File: src/rtl/otter_cu_fsm_mc.sv
// otter_cu_fsm_mc: multicycle OTTER control FSM with memory latency, latched interrupts, CSR/mret and illegal-opcode handling
module otter_cu_fsm_mc #(
  parameter int MEM_LAT      = 1,
  parameter int INTR_EN      = 1,
  parameter int ILLEGAL_TRAP = 1
) (
  input  logic       FSM_clk,
  input  logic       FSM_RST,
  input  logic       FSM_INTR,
  input  logic       FSM_mie,
  input  logic [6:0] FSM_opcode,
  input  logic [2:0] FSM_funct3,
  output logic       FSM_pcWrite,
  output logic       FSM_regWrite,
  output logic       FSM_memWE2,
  output logic       FSM_memRDEN1,
  output logic       FSM_memRDEN2,
  output logic       FSM_reset,
  output logic       csr_WE,
  output logic       int_taken,
  output logic       mret_exec,
  output logic       FSM_illegal,
  output logic [2:0] FSM_state
);
  typedef enum logic [2:0] {INIT, FETCH, FETCH_WAIT, EXEC, LOAD_WAIT, WB, INTR, UNUSED} state_t;
  localparam logic [3:0] LAT_M1 = 4'(MEM_LAT - 1);
  state_t     r_ps, w_ns;
  logic [3:0] r_cnt;
  logic       r_pend;
  logic       w_alu, w_store, w_branch, w_load, w_sys, w_mret, w_csr, w_ill, w_take;
  state_t     w_done;
  assign w_alu    = FSM_opcode == 7'b0110011 || FSM_opcode == 7'b0010011 || FSM_opcode == 7'b1100111 ||
                    FSM_opcode == 7'b0110111 || FSM_opcode == 7'b0010111 || FSM_opcode == 7'b1101111;
  assign w_store  = FSM_opcode == 7'b0100011;
  assign w_branch = FSM_opcode == 7'b1100011;
  assign w_load   = FSM_opcode == 7'b0000011;
  assign w_sys    = FSM_opcode == 7'b1110011;
  assign w_mret   = w_sys && FSM_funct3 == 3'b000;
  assign w_csr    = w_sys && FSM_funct3 != 3'b000;
  assign w_ill    = !(w_alu || w_store || w_branch || w_load || w_sys);
  assign w_take   = r_pend && FSM_mie && INTR_EN != 0;
  assign w_done   = w_take ? INTR : FETCH;
  assign FSM_state = r_ps;
  always_comb begin
    w_ns         = INIT;
    FSM_pcWrite  = 1'b0;
    FSM_regWrite = 1'b0;
    FSM_memWE2   = 1'b0;
    FSM_memRDEN1 = 1'b0;
    FSM_memRDEN2 = 1'b0;
    FSM_reset    = 1'b0;
    csr_WE       = 1'b0;
    int_taken    = 1'b0;
    mret_exec    = 1'b0;
    FSM_illegal  = 1'b0;
    case (r_ps)
      INIT: begin
        FSM_reset = 1'b1;
        w_ns      = FETCH;
      end
      FETCH: begin
        FSM_memRDEN1 = 1'b1;
        w_ns         = MEM_LAT == 1 ? EXEC : FETCH_WAIT;
      end
      FETCH_WAIT: w_ns = r_cnt <= 4'd1 ? EXEC : FETCH_WAIT;
      EXEC: begin
        if (w_load) begin
          FSM_memRDEN2 = 1'b1;
          w_ns         = MEM_LAT == 1 ? WB : LOAD_WAIT;
        end else if (w_ill && ILLEGAL_TRAP == 0) begin
          FSM_illegal = 1'b1;
          FSM_reset   = 1'b1;
          w_ns        = INIT;
        end else begin
          FSM_pcWrite  = 1'b1;
          FSM_regWrite = w_alu || w_csr;
          FSM_memWE2   = w_store;
          csr_WE       = w_csr;
          mret_exec    = w_mret;
          FSM_illegal  = w_ill;
          w_ns         = w_done;
        end
      end
      LOAD_WAIT: w_ns = r_cnt <= 4'd1 ? WB : LOAD_WAIT;
      WB: begin
        FSM_pcWrite  = 1'b1;
        FSM_regWrite = 1'b1;
        w_ns         = w_done;
      end
      INTR: begin
        int_taken   = 1'b1;
        FSM_pcWrite = 1'b1;
        w_ns        = FETCH;
      end
      default: w_ns = INIT;
    endcase
  end
  // Counter idles at MEM_LAT-1 so it is already loaded on the edge entering a wait state
  always_ff @(posedge FSM_clk or posedge FSM_RST) begin
    if (FSM_RST) begin
      r_ps   <= INIT;
      r_cnt  <= 4'd0;
      r_pend <= 1'b0;
    end else begin
      r_ps   <= w_ns;
      r_cnt  <= (r_ps == FETCH_WAIT || r_ps == LOAD_WAIT) ? r_cnt - 4'd1 : LAT_M1;
      r_pend <= INTR_EN != 0 && w_ns != INTR && (r_pend || FSM_INTR);
    end
  end
endmodule

File: config.mk
export PLATFORM = sky130hd
export DESIGN_NAME = otter_cu_fsm_mc
export DESIGN_NICKNAME = d
export VERILOG_FILES = /design/src/rtl/otter_cu_fsm_mc.sv
export SDC_FILE = /design/constraint.sdc
export NUM_CORES = 1
export LEC_CHECK = 0
export ABC_AREA = 1
export CAP_MARGIN = 20
export CELL_PAD_IN_SITES_DETAIL_PLACEMENT = 0
export CELL_PAD_IN_SITES_GLOBAL_PLACEMENT = 2
export CORE_MARGIN = 2
export CORE_UTILIZATION = 21
export DETAILED_ROUTE_END_ITERATION = 10
export PLACE_DENSITY_LB_ADDON = 0.2
export SKIP_CTS_REPAIR_TIMING = 1
export SLEW_MARGIN = 40
export SYNTH_ARGS = -nofsm -noshare
export SYNTH_HDL_FRONTEND = slang
export SYNTH_SLANG_ARGS = --single-unit
export TNS_END_PERCENT = 20
File: constraint.sdc
create_clock -name FSM_clk -period 1.4 [get_ports FSM_clk]
set_input_delay 0.42 -clock FSM_clk [delete_from_list [all_inputs] [get_ports FSM_clk]]
set_output_delay 0.42 -clock FSM_clk [all_outputs]
set_load 0.01 [all_outputs]
==> results of run 1 <==
==> power by group through the flow <==
stage | Sequential (mW) | Combinational, mW | Clock, mW
floorplan | 0.427 | 0.588 | 0
global placement | 0.394 | 1.21 | 0
detailed placement | 0.396 | 1.21 | 0
CTS | 0.392 | 1.22 | 0.174
global route | 0.400 | 1.34 | 0.193
finish | 0.389 | 1.19 | 0.164
==> final cells by class <==
cell class / count / area (um2) / area share
Clock buffer: 3 / 22.5 / 0.0190
Inverter: 22 / 92.6 / 0.0782
Multi-Input combinational cell: 74 / 448 / 0.378
Sequential cell: 8 / 200 / 0.169
Tap cell: 44 / 55.1 / 0.0465
Timing Repair Buffer: 45 / 365 / 0.309
==> kinds of logic (layout without fill, tap and decap cells) <==
logic type | count (synthesis) | count (layout) | synth area share
simple gates | 67 | 67 | 0.480
buf+inv | 23 | 70 | 0.137
flops | 8 | 8 | 0.292
compound gates | 4 | 4 | 0.0420
fa+ha+maj | 2 | 2 | 0.0365
xor+xnor | 1 | 1 | 0.0128
==> synth_stat cells <==
master / number
a21oi_1: 1
buf_6: 1
dfrtp_1: 8
ha_1: 2
inv_1: 14
inv_2: 8
nand2_1: 24
nand2_2: 3
nand3_1: 9
nand3_2: 2
nand4_1: 4
nor2_1: 18
nor2_2: 2
nor2_4: 1
nor3_2: 2
nor3b_2: 1
o2111ai_1: 1
o211a_1: 1
o21ai_0: 1
or2_0: 1
xor2_1: 1
==> worst paths after layout <==
| kind | start | endpoint | slack [ps] | cells after the start |
|---|---|---|---|---|
| max in group asynchronous | FSM_RST | r_cnt[0] | 780 | 2 |
| min in group FSM_clk | r_cnt[0] | r_cnt[0] | 460 | 1 |
| worst min-delay path | FSM_RST | r_pend | 400 | 2 |
| worst max-delay path | FSM_opcode[3] | csr_WE | -300 | 8 |
| worst min register to register | r_cnt[0] | r_cnt[0] | 460 | 1 |
| worst max register to register | FSM_state[0] | FSM_state[0] | 110 | 6 |
==> cells in the final DEF, fill, tap and decap left out <==
master,netlist,layout
nand3_1,9,7
nand2_4,0,2
dfrtp_1,8,8
nor2_2,2,2
dlymetal6s2s_1,0,6
ha_1,2,2
a21oi_1,1,1
nand2_2,3,4
o21ai_0,1,1
o211a_1,1,1
nand4_1,4,4
inv_2,8,4
clkbuf_4,0,4
nand3_2,2,2
nand2_1,24,21
buf_4,0,16
o2111ai_1,1,1
xor2_1,1,1
nor2_1,18,17
buf_2,0,7
clkbuf_2,0,6
inv_1,14,14
or2_0,1,1
nor2_4,1,2
inv_4,0,4
nor3_2,2,2
clkdlybuf4s50_1,0,3
buf_6,1,6
nor3b_4,0,1
nand3_4,0,2
==> routing by layer <==
layer	routed length (um)	up-vias	track usage
li1	-	422	-
met1	764	337	0.128
met2	830	18	0.160
met3	104	4	0.0168
met4	29	0	0.0559
met5	0	-	0
==> flip-flops by register name (all words and copies together) (netlist names) <==
register and cells:
FSM_state 3, r_cnt 4, r_pend 1
==> results.md, run 1 <==
* Switching share of power at 0.426
* Crit Path Class: primary input to output port
* Port bufs at 26
* Seq/Total Area, Yosys at 0.292
* CTS tree: yes
* Max incr delay on CP at around 170 ps
* Final WS setup at -301 ps
* # diodes at 0
* Worst Hold Slack at around 400 ps
* Power Total at 1.74 mW
* Violated checks: negative setup slack
* Avg Inst Size Synth at roughly 6.5 um2
* Routed WL per cell at a little under 9 um
* Comb power frac at 0.683
* Placed Area at between 1000 and 1500 um2
* Final Cell Area at 1180 um2
* CORE AREA at around 3100 um2
* CTS max path bufs at 2
* Worst path cell trace: buf_6 > inv_4 > nand2_4 > nor2_4 > buf_6 > nand3_4 > nor3b_4 > buf_2
* Post-route ant nets at 0
* Fraction of layout cells with a size suffix above 1 at 0.421
* Mapped Cells at approximately 110
* Non-filler instance count after layout at around 200
* Initial core utilization at 0.223
* Routability cong. at about 0.75
* DRT iter0 DRCs at 19
* Slowest cell on crit path: nor3b_4
* First-pass GRT wire length at between 2000 and 3000 um
* Final setup vio count at 12
* Area grow syn2layout at 72.6%
* CP max FO at 4
* Num CTS Buffers at 3
* Inst Count DP at ~190
* Gr ovfl total at 0
* Worst Max-Slew Pin Slew at 279 ps
* Clock Power Share at 0.094
* Detailed-route wire length at around 1700 um
* Run status: finished with violations
* Row count at 20
* # fillers at 363
* Pleak at 0.686 nW
* Minimum clock period at 1700 ps
* Max Fclk at 0.588 GHz
* Final-report hold violation count at 0
* WP data arrival at 1280 ps
* Crit share post-route at 1.22
* Warnings, synthesis at 0
* Antenna violations before repair at 0
* IO Pins at 27
* DP HPWL at between 1000 and 1500 um
* Synth top area cells: dfrtp_1 (29%), nand2_1 (13%), nor2_1 (9.9%), inv_1 (7.7%), nand3_1 (6.6%)
* Internal Power at approximately 1.0 mW
* Worst Skew at 1.57 ps
* DR vias at 781
* Pwr/cell area at between 1000 and 1500 nW/um2
* Slew HR at 0.814
* Buf/Inv on CP at 4
* Top cell type by total area after synthesis: dfrtp_1
* Final #Nets at 170
* Pre-CTS WS at -1090 ps
* Clock-pin slew on the worst setup and hold paths at 50 ps
* Clock sinks at 8
* Clk_lat worst skew at about 250 ps
* Die height at a little over 60 um
* Crit path required time at between 900 and 1000 ps
* Count of cell types in the netlist at 21
* Pin count of the biggest net entering global routing at 10
* Post-route DRC at 0
* DIE AREA at 3740 um2
* Post-synth top area share at 0.292
* Critical Path Most Common Cell: buf_6
* Routed vias/inst at roughly 4.0
* Delay-heaviest family, CP: simple AND/OR/NAND/NOR gates
* Unrepaired setup endpoints after global routing: true
* Post-Route Setup TNS at -2340 ps
* Worst Hold Class: primary input to asynchronous set/reset pin
* Gr usage total at 0.100
* FF+latch count, synth at 8
* Vias in the first global route at a little over 700
* Final Max Slew Viols at 0
* Mapped cell area at roughly 690 um2
* Seq pwr share at 0.223
* Die Width at 61.1 um
* Max VDD drop at between 700 and 800 uV
* DRT Pass-1 Iters at 2
* CTS root buf: clkbuf_4
* Critical Path Start Type: primary input
* Final core utilization at 0.385
* NetSw at approximately 0.74 mW
* Crit end category: output port
* Max-Cap Viols at 0
* Post-synth net total at 121
* CTS H-tree depth at 1
(Power assumes the default switching activity.)
==> inputs of run 2 (changes only) <==
--- a/config.mk
+++ b/config.mk
@@ -12,7 +12,7 @@
 export CORE_MARGIN = 2
 export CORE_UTILIZATION = 21
 export DETAILED_ROUTE_END_ITERATION = 10
-export PLACE_DENSITY_LB_ADDON = 0.2
+export PLACE_DENSITY = 0.87
 export SKIP_CTS_REPAIR_TIMING = 1
 export SLEW_MARGIN = 40
 export SYNTH_ARGS = -nofsm -noshare
==> run 2 against run 1 <==
  * Via count grew 3.3%
  * The flow still finishes with violations (negative setup slack)
  * Maximum frequency grew 2.2%
  * Global-route usage shrank 0.087 points
  * Core utilization is the same
  * Register-to-register slack gained 20 ps
  * Clock power grew 9%
  * Cell area is the same
  * Die area is the same
  * Largest power group unchanged
  * Count of clock-buffer cells in the layout is the same
  * Combinational power is essentially flat
  * Critical endpoint unchanged
  * Routed wire length shrank 0.29%
==> results.md, run 2 (synthesis results as in run 1) <==
* Run status: finished with violations
* Violated checks: negative setup slack
* CORE AREA at 3080 um2 (unchanged)
* Internal Power at 0.996 mW (-0.51%)
* Clock Power Share at 0.101 (+0.007)
* Routed WL per cell at 8.88 um (+0.74%)
* Worst Max-Slew Pin Slew at 307 ps (+27.7 ps)
* Crit Path Class: primary input to output port
* Max reg flops at 4 (unchanged)
* NetSw at 0.769 mW (+3.6%)
* DP HPWL at 1420 um (-0.27%)
* Worst Hold Class: primary input to asynchronous set/reset pin
* Pleak at 0.691 nW (+0.72%)
* Port bufs at 26 (unchanged)
* Switching share of power at 0.436 (+0.00992)
* DRT Pass-1 Iters at 4 (+2)
* Final setup vio count at 12 (unchanged)
* Crit share post-route at 1.19 (-0.0266)
* Clk_lat worst skew at 250 ps (about the same)
* Final WS setup at -264 ps (+37.3 ps)
* Gr ovfl total at 0 (unchanged)
* Pin count of the biggest net entering global routing at 10 (unchanged)
* Comb power frac at 0.669 (-0.014)
* Minimum clock period at 1660 ps (-37.3 ps)
* # diodes at 0 (unchanged)
* CP max FO at 5 (+1)
* Final Max Slew Viols at 0 (unchanged)
* Detailed-route wire length at 1720 um (-0.29%)
* Final #Nets at 168 (-1.2%)
* Most frequent cells in the layout: nand2_1 (19), buf_4 (17), nor2_1 (16)
* WP data arrival at 1240 ps (-40 ps)
* Final Cell Area at 1180 um2 (unchanged)
* IO Pins at 27 (unchanged)
* Crit end category: output port
* DRT iter0 DRCs at 41 (+22)
* Die height at 61.1 um (unchanged)
* Max VDD drop at 737 uV (+1.7%)
* Clock-pin slew on the worst setup and hold paths at 50 ps (about the same)
* Final-report hold violation count at 0 (unchanged)
* First-pass GRT wire length at 2830 um (-0.21%)
* Die Width at 61.1 um (unchanged)
* Crit path required time at 980 ps (about the same)
* Worst path cell trace: buf_6 > inv_4 > nand2_4 > nor2_4 > nand3_4 > nor3b_4 > buf_2
* Unrepaired setup endpoints after global routing: true
* Max-Cap Viols at 0 (unchanged)
* Pwr/cell area at 1490 nW/um2 (+1.2%)
* Vias in the first global route at 705 (-2.6%)
* Seq pwr share at 0.230 (+0.007)
* Critical Path Start Type: primary input
* Antenna violations before repair at 0 (unchanged)
* DR vias at 807 (+3.3%)
* Routability cong. at 0.828 (+10%)
* Num CTS Buffers at 3 (unchanged)
* Clock sinks at 8 (unchanged)
* Max incr delay on CP at 200 ps (+30 ps)
* CTS root buf: clkbuf_4
* CTS max path bufs at 2 (unchanged)
* Reg with most FFs: r_cnt
* Worst Skew at 1.05 ps (-0.514 ps)
* Commonest non-fill, non-tap cell in the layout: nand2_1
* CTS tree: yes
* Final core utilization at 0.385 (unchanged)
* Post-route DRC at 0 (unchanged)
* Area grow syn2layout at 72.6% (unchanged)
* CTS H-tree depth at 1 (unchanged)
* Power Total at 1.77 mW (+1.2%)
* Max Fclk at 0.601 GHz (+2.2%)
* Initial core utilization at 0.223 (unchanged)
* Slew HR at 0.795 (-0.0185)
* Post-route ant nets at 0 (unchanged)
* Row count at 20 (unchanged)
* Routed vias/inst at 4.16 (+4.4%)
* Fraction of layout cells with a size suffix above 1 at 0.453 (+0.0323)
* Placed Area at 1130 um2 (+0.67%)
* Gr usage total at 0.0993 (-0.000867)
* Slowest cell on crit path: nor2_4
* DIE AREA at 3740 um2 (unchanged)
[run 2: metrics by stage]
stage          TNS, ps  setup WS, ps  hold slack [ps]  instances
2_1_floorplan     -174         -71.7              236        105
3_3_place_gp     -9850         -1070              449        189
3_5_place_dp     -9710         -1090              467        189
4_1_cts         -10420         -1090              407        192
5_1_grt          -2990          -345              442        194
6_report         -2200          -264              407        194
[run 2: power by group through the flow]
stage	Sequential, mW	Combinational [mW]	Clock [mW]
global route	0.418	1.33	0.205
CTS	0.406	1.17	0.187
detailed placement	0.410	1.16	0
finish	0.407	1.18	0.178
floorplan	0.427	0.588	0
global placement	0.410	1.14	0
[run 2: layout make-up]
| type | instances | area [um2] |
|---|---|---|
| fillers | 365 | 1890 |
| multi-input cells | 74 | 473 |
| repair buffers | 43 | 337 |
| flip-flops and latches | 8 | 201 |
| inverters | 22 | 95.1 |
| well taps | 44 | 55.1 |
| clock buffers | 3 | 22.5 |
[run 2: worst paths after layout]
path	from	endpoint	slack, ps	cells after the start
max in group asynchronous	FSM_RST	FSM_state[1]	740	2
min in group FSM_clk	r_cnt[0]	r_cnt[0]	460	1
max	FSM_opcode[3]	csr_WE	-260	7
min reg2reg	r_cnt[0]	r_cnt[0]	460	1
min	FSM_RST	r_cnt[0]	410	2
max reg2reg	FSM_state[0]	FSM_state[0]	130	6
[run 2: worst max-delay path, delay by kind of cell]
kind	cells	cell delay [ps]
AND/OR/NAND/NOR	4	530
buffers and inverters	3	290
[run 2: routing by layer]
| layer | wire length, um | share of wire | GRT usage | vias to the layer above |
|---|---|---|---|---|
| met5 | 0 | 0 | 0 | - |
| met3 | 139 | 0.081 | 0.0231 | 2 |
| met2 | 798 | 0.46 | 0.150 | 23 |
| li1 | - | - | - | 416 |
| met4 | 17 | 0.0099 | 0.0373 | 0 |
| met1 | 767 | 0.45 | 0.137 | 366 |
==> inputs of run 3 (changes only) <==
--- a/config.mk
+++ b/config.mk
@@ -11,6 +11,7 @@
 export CELL_PAD_IN_SITES_GLOBAL_PLACEMENT = 2
 export CORE_MARGIN = 2
 export CORE_UTILIZATION = 21
+export CTS_CLUSTER_DIAMETER = 200
 export DETAILED_ROUTE_END_ITERATION = 10
 export PLACE_DENSITY = 0.87
 export SKIP_CTS_REPAIR_TIMING = 1
==> results of run 3 <==
No change in the layout: final DEF, timing and power equal those of run 2.
